File: config.mk
export PLATFORM = sky130hd
export DESIGN_NAME = mux_rr_arbiter_flat
export DESIGN_NICKNAME = d
export VERILOG_FILES = /design/src/rtl/mux_rr_arbiter_pkg.sv /design/src/rtl/mux_rr_arbiter_if.sv /design/src/rtl/mux_rr_arbiter_rr_pick.sv /design/src/rtl/mux_rr_arbiter.sv /design/src/flat_wrapper.sv
export SDC_FILE = /design/constraint.sdc
export NUM_CORES = 1
export LEC_CHECK = 0
export CAP_MARGIN = 10
export CORE_UTILIZATION = 35
export DETAILED_ROUTE_END_ITERATION = 16
export GPL_ROUTABILITY_DRIVEN = 0
export PLACE_DENSITY = 0.66
export SLEW_MARGIN = 30
export SYNTH_ARGS = -nofsm -noshare
export SYNTH_HDL_FRONTEND = slang
export SYNTH_SLANG_ARGS = --single-unit
File: constraint.sdc
create_clock -name clk -period 2.6 [get_ports clk]
set_clock_uncertainty 0.2 [all_clocks]
set_input_delay 0.26 -clock clk [delete_from_list [all_inputs] [get_ports clk]]
set_output_delay 0.26 -clock clk [all_outputs]
set_load 0.1 [all_outputs]
File: src/rtl/mux_rr_arbiter_pkg.sv
`default_nettype none
// ============================================================================
// Module      : mux_arb_pkg
// Description : Shared state encoding and default widths for mux_rr_arbiter.
// Revision    : 1.0 - initial release
// ============================================================================
package mux_arb_pkg;

    localparam logic [0:0] ST_IDLE  = 1'b0;
    localparam logic [0:0] ST_GRANT = 1'b1;

    localparam int DW_DEF    = 5;
    localparam int N_REQ_DEF = 4;

    typedef enum logic [0:0] {
        S_IDLE  = ST_IDLE,
        S_GRANT = ST_GRANT
    } state_t;

endpackage
`default_nettype wire

File: src/rtl/mux_rr_arbiter_if.sv
`default_nettype none
// ============================================================================
// Module      : mux_rr_arbiter_if
// Description : Source request/data and downstream valid/ready bundle.
//               Carries the lock input when MUX_ARB_LOCK_EN is defined.
// Revision    : 1.0 - initial release
// ============================================================================
interface mux_rr_arbiter_if #(
    parameter int N_REQ = 4,
    parameter int DW    = 5
);
    localparam int SEL_W = $clog2(N_REQ);

    logic [N_REQ-1:0]    req;
    logic [N_REQ*DW-1:0] din;
    logic                out_ready;
    logic                out_valid;
    logic [DW-1:0]       dout;
    logic [N_REQ-1:0]    grant;
    logic [SEL_W-1:0]    sel;
    logic                busy;
`ifdef MUX_ARB_LOCK_EN
    logic                lock;
`endif

    modport slave (
        input  req, din, out_ready,
`ifdef MUX_ARB_LOCK_EN
        input  lock,
`endif
        output out_valid, dout, grant, sel, busy
    );

    modport master (
        output req, din, out_ready,
`ifdef MUX_ARB_LOCK_EN
        output lock,
`endif
        input  out_valid, dout, grant, sel, busy
    );
endinterface
`default_nettype wire

File: src/rtl/mux_rr_arbiter_rr_pick.sv
`default_nettype none
// ============================================================================
// Module      : rr_pick
// Description : Combinational round-robin pick: first set req bit at or after
//               ptr, via rotate / priority-encode / rotate-back.
// Revision    : 1.0 - initial release
// ============================================================================
module rr_pick #(
    parameter int N_REQ = 4,
    parameter int SEL_W = $clog2(N_REQ)
) (
    input  wire logic [N_REQ-1:0] req,
    input  wire logic [SEL_W-1:0] ptr,
    output logic      [N_REQ-1:0] winner,
    output logic      [SEL_W-1:0] index,
    output logic                  any_req
);
    logic [2*N_REQ-1:0] w_dbl;
    logic [N_REQ-1:0]   w_rot;
    logic [SEL_W-1:0]   w_enc;

    assign w_dbl = {req, req} >> ptr;
    assign w_rot = w_dbl[N_REQ-1:0];

    always_comb begin
        w_enc = '0;
        for (int i = N_REQ - 1; i >= 0; i--) begin
            if (w_rot[i]) w_enc = SEL_W'(i);
        end
    end

    // Rotating back wraps naturally since N_REQ is a power of two.
    assign index   = w_enc + ptr;
    assign any_req = |req;
    assign winner  = any_req ? (N_REQ'(1) << index) : '0;

endmodule
`default_nettype wire

File: src/rtl/mux_rr_arbiter.sv
`default_nettype none
// ============================================================================
// Module      : mux_rr_arbiter
// Description : Round-robin arbiter owning a shared DW-bit mux, registered
//               output word with valid/ready. Option macro: MUX_ARB_LOCK_EN.
// Revision    : 1.0 - initial release
// ============================================================================
module mux_rr_arbiter
    import mux_arb_pkg::*;
#(
    parameter int N_REQ = N_REQ_DEF,
    parameter int DW    = DW_DEF
) (
    input  wire logic        clk,
    input  wire logic        rstn,
    mux_rr_arbiter_if.slave  bus
);
    localparam int SEL_W = $clog2(N_REQ);

    state_t           r_state, w_state_nxt;
    logic [SEL_W-1:0] r_ptr, w_ptr_nxt, w_pick_ptr, w_adv;
    logic [SEL_W-1:0] r_sel;
    logic [N_REQ-1:0] r_grant;
    logic [DW-1:0]    r_dout;
    logic             w_load, w_clear;
    logic [N_REQ-1:0] w_win;
    logic [SEL_W-1:0] w_idx;
    logic             w_any;
    logic [DW-1:0]    w_word;

    rr_pick #(.N_REQ(N_REQ), .SEL_W(SEL_W)) u_pick (
        .req     (bus.req),
        .ptr     (w_pick_ptr),
        .winner  (w_win),
        .index   (w_idx),
        .any_req (w_any)
    );

`ifdef MUX_ARB_LOCK_EN
    // Holding ptr at the current source makes the picker re-grant it first.
    assign w_adv = (bus.lock && bus.req[r_sel]) ? r_sel : r_sel + 1'b1;
`else
    assign w_adv = r_sel + 1'b1;
`endif

    always_comb begin
        w_word = '0;
        for (int i = 0; i < N_REQ; i++) begin
            if (w_idx == SEL_W'(i)) w_word = bus.din[i*DW +: DW];
        end
    end

    always_comb begin
        w_state_nxt = r_state;
        w_ptr_nxt   = r_ptr;
        w_pick_ptr  = r_ptr;
        w_load      = 1'b0;
        w_clear     = 1'b0;
        case (r_state)
            S_IDLE: begin
                if (w_any) begin
                    w_load      = 1'b1;
                    w_state_nxt = S_GRANT;
                end
            end
            S_GRANT: begin
                if (bus.out_ready) begin
                    w_ptr_nxt  = w_adv;
                    w_pick_ptr = w_adv;
                    if (w_any) begin
                        w_load = 1'b1;
                    end else begin
                        w_clear     = 1'b1;
                        w_state_nxt = S_IDLE;
                    end
                end
            end
            default: w_state_nxt = S_IDLE;
        endcase
    end

    always_ff @(posedge clk or negedge rstn) begin
        if (!rstn) begin
            r_state <= S_IDLE;
            r_ptr   <= '0;
            r_sel   <= '0;
            r_grant <= '0;
            r_dout  <= '0;
        end else begin
            r_state <= w_state_nxt;
            r_ptr   <= w_ptr_nxt;
            if (w_load) begin
                r_dout  <= w_word;
                r_grant <= w_win;
                r_sel   <= w_idx;
            end else if (w_clear) begin
                r_grant <= '0;
            end
        end
    end

    assign bus.out_valid = (r_state == S_GRANT);
    assign bus.busy      = (r_state == S_GRANT);
    assign bus.grant     = r_grant;
    assign bus.sel       = r_sel;
    assign bus.dout      = r_dout;

endmodule
`default_nettype wire

File: src/flat_wrapper.sv
// flat-port wrapper written by rule: the top's interface ports become plain ports
module mux_rr_arbiter_flat import mux_arb_pkg::*;
#(
    parameter int N_REQ = N_REQ_DEF,
    parameter int DW    = DW_DEF
)
  (clk, rstn, bus_req, bus_din, bus_out_ready, bus_out_valid, bus_dout, bus_grant, bus_sel, bus_busy);
  mux_rr_arbiter_if #(.N_REQ(N_REQ), .DW(DW)) bus_i ();
  input  wire logic clk;
  input  wire logic rstn;
  input wire logic [$bits(bus_i.req)-1:0] bus_req;
  input wire logic [$bits(bus_i.din)-1:0] bus_din;
  input wire logic [$bits(bus_i.out_ready)-1:0] bus_out_ready;
  output wire logic [$bits(bus_i.out_valid)-1:0] bus_out_valid;
  output wire logic [$bits(bus_i.dout)-1:0] bus_dout;
  output wire logic [$bits(bus_i.grant)-1:0] bus_grant;
  output wire logic [$bits(bus_i.sel)-1:0] bus_sel;
  output wire logic [$bits(bus_i.busy)-1:0] bus_busy;
  assign bus_i.req = bus_req;
  assign bus_i.din = bus_din;
  assign bus_i.out_ready = bus_out_ready;
  assign bus_out_valid = bus_i.out_valid;
  assign bus_dout = bus_i.dout;
  assign bus_grant = bus_i.grant;
  assign bus_sel = bus_i.sel;
  assign bus_busy = bus_i.busy;
  mux_rr_arbiter #(.N_REQ(N_REQ), .DW(DW)) u_core (.clk(clk), .rstn(rstn), .bus(bus_i));
endmodule
# Word level (Yosys, flattened, before mapping)
# Index checks and enable logic that the tools add are counted.
# word_totals
register_bits	14
latch_bits	0
mem_bits_rw	0
rom_bits	0
in_bits	27
wordCells	37
n_memories	0
# op_classes
add_sub_neg	2
mul	0
n_div	0
magnitude_cmp	0
n_eq_ne	3
shifts	2
n_mux	21
bitwise	1
n_reduce_logical	3
# op_table
operator	n
$mux W5	4
$mux W2	6
$mux W4	3
$shr A8 B2 Y4	1
$mux W1	6
$eq A2 B2 Y1 const B	2
$pmux W1 S2	2
$reduce_or A4 Y1	1
$shl A1 B2 Y4 const A	1
$add A2 B1 Y2 const B	1
$add A2 B2 Y2	1
$eq A2 B1 Y1 const B	1
$logic_not A2 Y1	1
$reduce_bool A2 Y1	1
$not A1 Y1	1

# Longest topological paths before layout
# depth
word_depth	14
depth_mapped	8

# Hierarchy
# Synthesis repeated with hierarchy kept, for this count alone.
# unflattened
hier_cells	81
hier_area_um2	967.2
# by_module_without_submodules
mod	n_inst	cells_each	area_per_inst_um2	seq_area_each_um2
mux_rr_arbiter	1	44	676.9	350.3
rr_pick	1	37	290.3	0.0

# Worst setup path after synthesis
# OpenSTA, ideal clock, no wires.
# synth_path
path_type	reg2reg
start	register u_core.r_state (netlist: u_core.bus.busy)
end	register u_core.r_dout[3] (netlist: u_core.bus.dout[3])
arrival_time_ns	2.614
required_time_ns	2.274
setup_slack_ns	-0.340
stages_incl_launch_ff	8
path_buffers	1
synth_period_minus_slack_ns	2.940
path_cell_list	dfrtp_1 -> buf_4 -> a21oi_2 -> or3_1 -> a32oi_2 -> nor2_2 -> mux2_4 -> a221o_1
# synth_between
elab_chain_len	12
elab_cells_between_ends	17
cone_classes	add/sub (1); eq/ne (3); shift (1); mux (10); bitwise (1); reduce/logical (1)
# synth_rtl
item	line_no	rtl
start: declaration	mux_rr_arbiter.sv:20	state_t r_state, w_state_nxt;
start signal: assignment	mux_rr_arbiter.sv:90	r_state <= w_state_nxt;
$mux W2	mux_rr_arbiter.sv:59	case (r_state)
$shr A8 B2 Y4	mux_rr_arbiter_rr_pick.sv:22	assign w_dbl = {req, req} >> ptr;
$mux W2 (4 in a row)	mux_rr_arbiter_rr_pick.sv:28	if (w_rot[i]) w_enc = SEL_W'(i);
$add A2 B2 Y2	mux_rr_arbiter_rr_pick.sv:33	assign index = w_enc + ptr;
$logic_not A2 Y1	mux_rr_arbiter.sv:49	if (w_idx == SEL_W'(i)) w_word = bus.din[i*DW +: DW];
$mux W5 (4 in a row)	mux_rr_arbiter.sv:49	
end signal: assignment	mux_rr_arbiter.sv:93	r_dout <= w_word;
end: declaration	mux_rr_arbiter.sv:24	logic [DW-1:0] r_dout;
# Parallel ways exist; a longest one is shown, timed or not.
# A chain may end at the register's enable or synchronous reset.

# Final worst setup path
# layout_path
start	register u_core.r_state (netlist: u_core.bus.busy)
end	register u_core.r_dout[0] (netlist: u_core.bus.dout[0])
# The elaborated chain is that of the path after synthesis.

==> impl_metrics.tcl <==
set metrics [dict create \
    outcome "finished, violations left" \
    violations "design-rule violations" \
    route.vias.total 1143 \
    instances_no_fill 201 \
    core_area_um2 2830 \
    cts_root_buf "clkbuf_4" \
    drt-wirelength-per-cell_um 16.0 \
    synth_enable_flop_cells 0 \
    power.switching_w 0.000699 \
    antenna_found_initial 0 \
    finalHoldViolCount 0 \
    final_net_count 198 \
    finalWirelength_um 3220 \
    layout.filler_cells 257 \
    post_synth_adder_cell_area_pct 0 \
    cts.sinks 14 \
    final_cycle_share_pct 91.7 \
    grt_remaining_overflow 0 \
    combinational_family_with_the_most_area_after_synthesis "compound AO/OA/AOI/OAI gates" \
    synth-warning-count 0 \
    r2r_setup_slack_ns 0.22 \
    worst_ir_drop_vdd_v 0.000507 \
    critical_path_required_ns 2.63 \
    fmax_mhz 420 \
    clk_latency_ns 0.29 \
    maximum_number_of_pins_on_one_net_before_global_route_repair 15 \
    post_cts.repair.setup_buffers 0 \
    setup_viol 0 \
    layout_cell_share_with_drive_strength_beyond_1_pct 34.1 \
    seq_power_share_pct 24.4 \
    first_pass_iters 12 \
    timing.setup.critical_path_class "flop to flop" \
    post_cts_hold_buffer_count 0 \
    compound_cell_area_share_of_the_yosys_netlist_pct 34.5 \
    final_common_cell "buf_4" \
    floorplan.die_area_um2 3310 \
    overall_power_consumption_w 0.00134 \
    dr_wl_met2_um 1570 \
    fin_area_um2 1620 \
    met3RoutedLength_um 178 \
    groute.usage.overall_pct 21.0 \
    detail-route-antenna-nets 0 \
    clk_pin_slew_ns 0.10 \
    synthCells 116 \
    asyncSetResetFlopFracSynth_pct 100 \
    grt_setup_unrepaired "no" \
    route.detailed.vias_per_inst 5.69 \
    synth.cell_area_um2 1080 \
    synth_area_per_cell_um2 9.32 \
    synth_ff_type "dfrtp_1" \
    drtIter0Drc 25 \
    synth_largest_type_area_fraction_pct 32.4 \
    topRoutingLayerUsed "met4" \
    insertedDiodeCount 0 \
    worst-slew-pin-transition_ns 0.684 \
    timing.critical_path.arrival_ns 2.42 \
    synthesis.nets 143 \
    dp.cells 197 \
    critical_path_peak_fanout 14 \
    grt_first_pass_wirelength_um 5320 \
    area_growth_syn_to_layout_pct 49.4 \
    switching_share_pct 52.0 \
    leakage_nw 0.681 \
    start_util_pct 38.2 \
    yosysSeqAreaShare_pct 32.4 \
    synthTopCellsByArea "dfrtp_1 32%, nand3_1 5.1%, o31a_1 4.1%" \
    postLayoutCoreUtil_pct 57.1 \
    tritoncts "built" \
    post_dp_cell_area_um2 1580 \
    most_frequent_cells_in_the_layout "31 x buf_4, 26 x clkdlybuf4s50_1, 11 x nand3_1, 11 x dfrtp_1" \
    synth_cell_types 49 \
    dpl_hpwl_um 2530 \
    synthesized_area_fraction_occupied_by_xor_and_xnor_cells_pct 1.50 \
    timing.setup.tns_ns 0 \
    clkPwrFrac_pct 12.4 \
    drv_slew 0 \
    worstSetupStartpointType "flop" \
    htree_num_levels 1 \
    simple_logic_cell_fraction_of_the_synthesized_area_pct 25.0 \
    post_cts.resized_instances 0 \
    maxCapViolations 0 \
    numCtsBuffers 3 \
    timing.max_slew.rel_slack_pct 54.2 \
    port_buffers 39 \
    first_global_vias 1191 \
    route.detailed.drc 2 \
    cts_max_path_buffers 2 \
    p_int_w 0.000646 \
    number_of_register_bits_inferred_by_synthesis 14 \
    power-per-cell-area_nw_per_um2 833 \
    hp-class "input pin to asynchronous set/reset pin" \
    num_rows 19 \
    finalCriticalPeriod_ns 2.38 \
    synth_top_cell_by_area "dfrtp_1" \
    boundaryPins 40 \
    timing.critical_path.to_type "flop" \
    die_h_um 57.6 \
    detail_route.wirelength.met1_um 1450 \
    synth_mux_area_share_pct 1.39 \
    power_frac_comb_pct 63.2 \
    die_width_um 57.6 \
]
## cells in the mapped netlist, types with 2 or more instances
master,count
o21ai_0,6
o21a_1,2
nand3_1,11
inv_1,3
a32o_1,4
a221oi_2,2
nand2_1,7
o31a_1,5
buf_4,3
a21oi_1,7
a21o_1,2
dfrtp_1,14
nor2_2,2
clkbuf_1,3
a21oi_2,3
nand2b_1,6
nor2_1,4
## worst max-delay path, stage by stage (launching register included)
cell,delay [ns]
dfrtp_2,0.51
and3_1,0.23
o31a_1,0.25
or3_4,0.42
nor4_4,0.42
a32o_1,0.19
o31a_1,0.11
## routing by layer
layer | GRT usage [%] | vias up
met1 | 25.5 | 538
met2 | 36.0 | 46
met4 | 9.06 | 0
met3 | 4.08 | 3
li1 | - | 556
met5 | 0 | -
## kinds of logic (layout without fill, tap and decap cells)
group | Yosys count | in the layout
AOI/OAI and AO/OA | 45 | 45
xor gates and xnor gates | 1 | 1
buffers and inverters | 10 | 64
DFF | 14 | 14
muxes | 1 | 1
and+or+nand+nor | 45 | 45
## metrics by stage
step           hold slack [ns]  setup slack (ns)
6_report                 0.177             0.216
5_1_grt                  0.227            0.0780
4_1_cts                  0.194             0.200
3_5_place_dp             0.289           -0.0895
3_3_place_gp             0.288           -0.0202
2_1_floorplan           -0.236           -0.0376
## path summary, 6_finish.rpt
kind | cells after the start | end | start
max | 6 | u_core.bus.dout[0]$_DFFE_PN0P_ | u_core.bus.busy$_DFF_PN0_
min | 1 | u_core.bus.grant[2]$_DFFE_PN0P_ | rstn
max reg2reg | 6 | u_core.bus.dout[0]$_DFFE_PN0P_ | u_core.bus.busy$_DFF_PN0_
min reg2reg | 2 | u_core.bus.grant[1]$_DFFE_PN0P_ | u_core.bus.grant[1]$_DFFE_PN0P_
max in group asynchronous | 1 | u_core.bus.sel[0]$_DFFE_PN0P_ | rstn
min in group clk | 2 | u_core.bus.grant[1]$_DFFE_PN0P_ | u_core.bus.grant[1]$_DFFE_PN0P_
## sequential cells by signal, indices dropped and copies added, names as in the netlist
name              cells
u_core.bus.dout       5
u_core.r_ptr          2
u_core.bus.grant      4
u_core.bus.busy       1
u_core.bus.sel        2
## power by group through the flow
stage	clock network, W	registers, W	logic, W
floorplan	0	0.000650	0.000286
global route	0.000183	0.000337	0.000893
finish	0.000166	0.000329	0.000850
detailed placement	0	0.000331	0.000851
CTS	0.000172	0.000328	0.000854
global placement	0	0.000329	0.000843
## cell type report
cell class | count | area [µm²] | share of cell area [%]
clock buffers | 4 | 36.3 | 2.25
inverters | 3 | 11.3 | 0.697
multi-input cells | 92 | 682 | 42.2
flip-flops and latches | 14 | 354 | 21.9
well taps | 31 | 38.8 | 2.40
repair buffers | 57 | 493 | 30.5
Power figures use the tool's default switching activity.
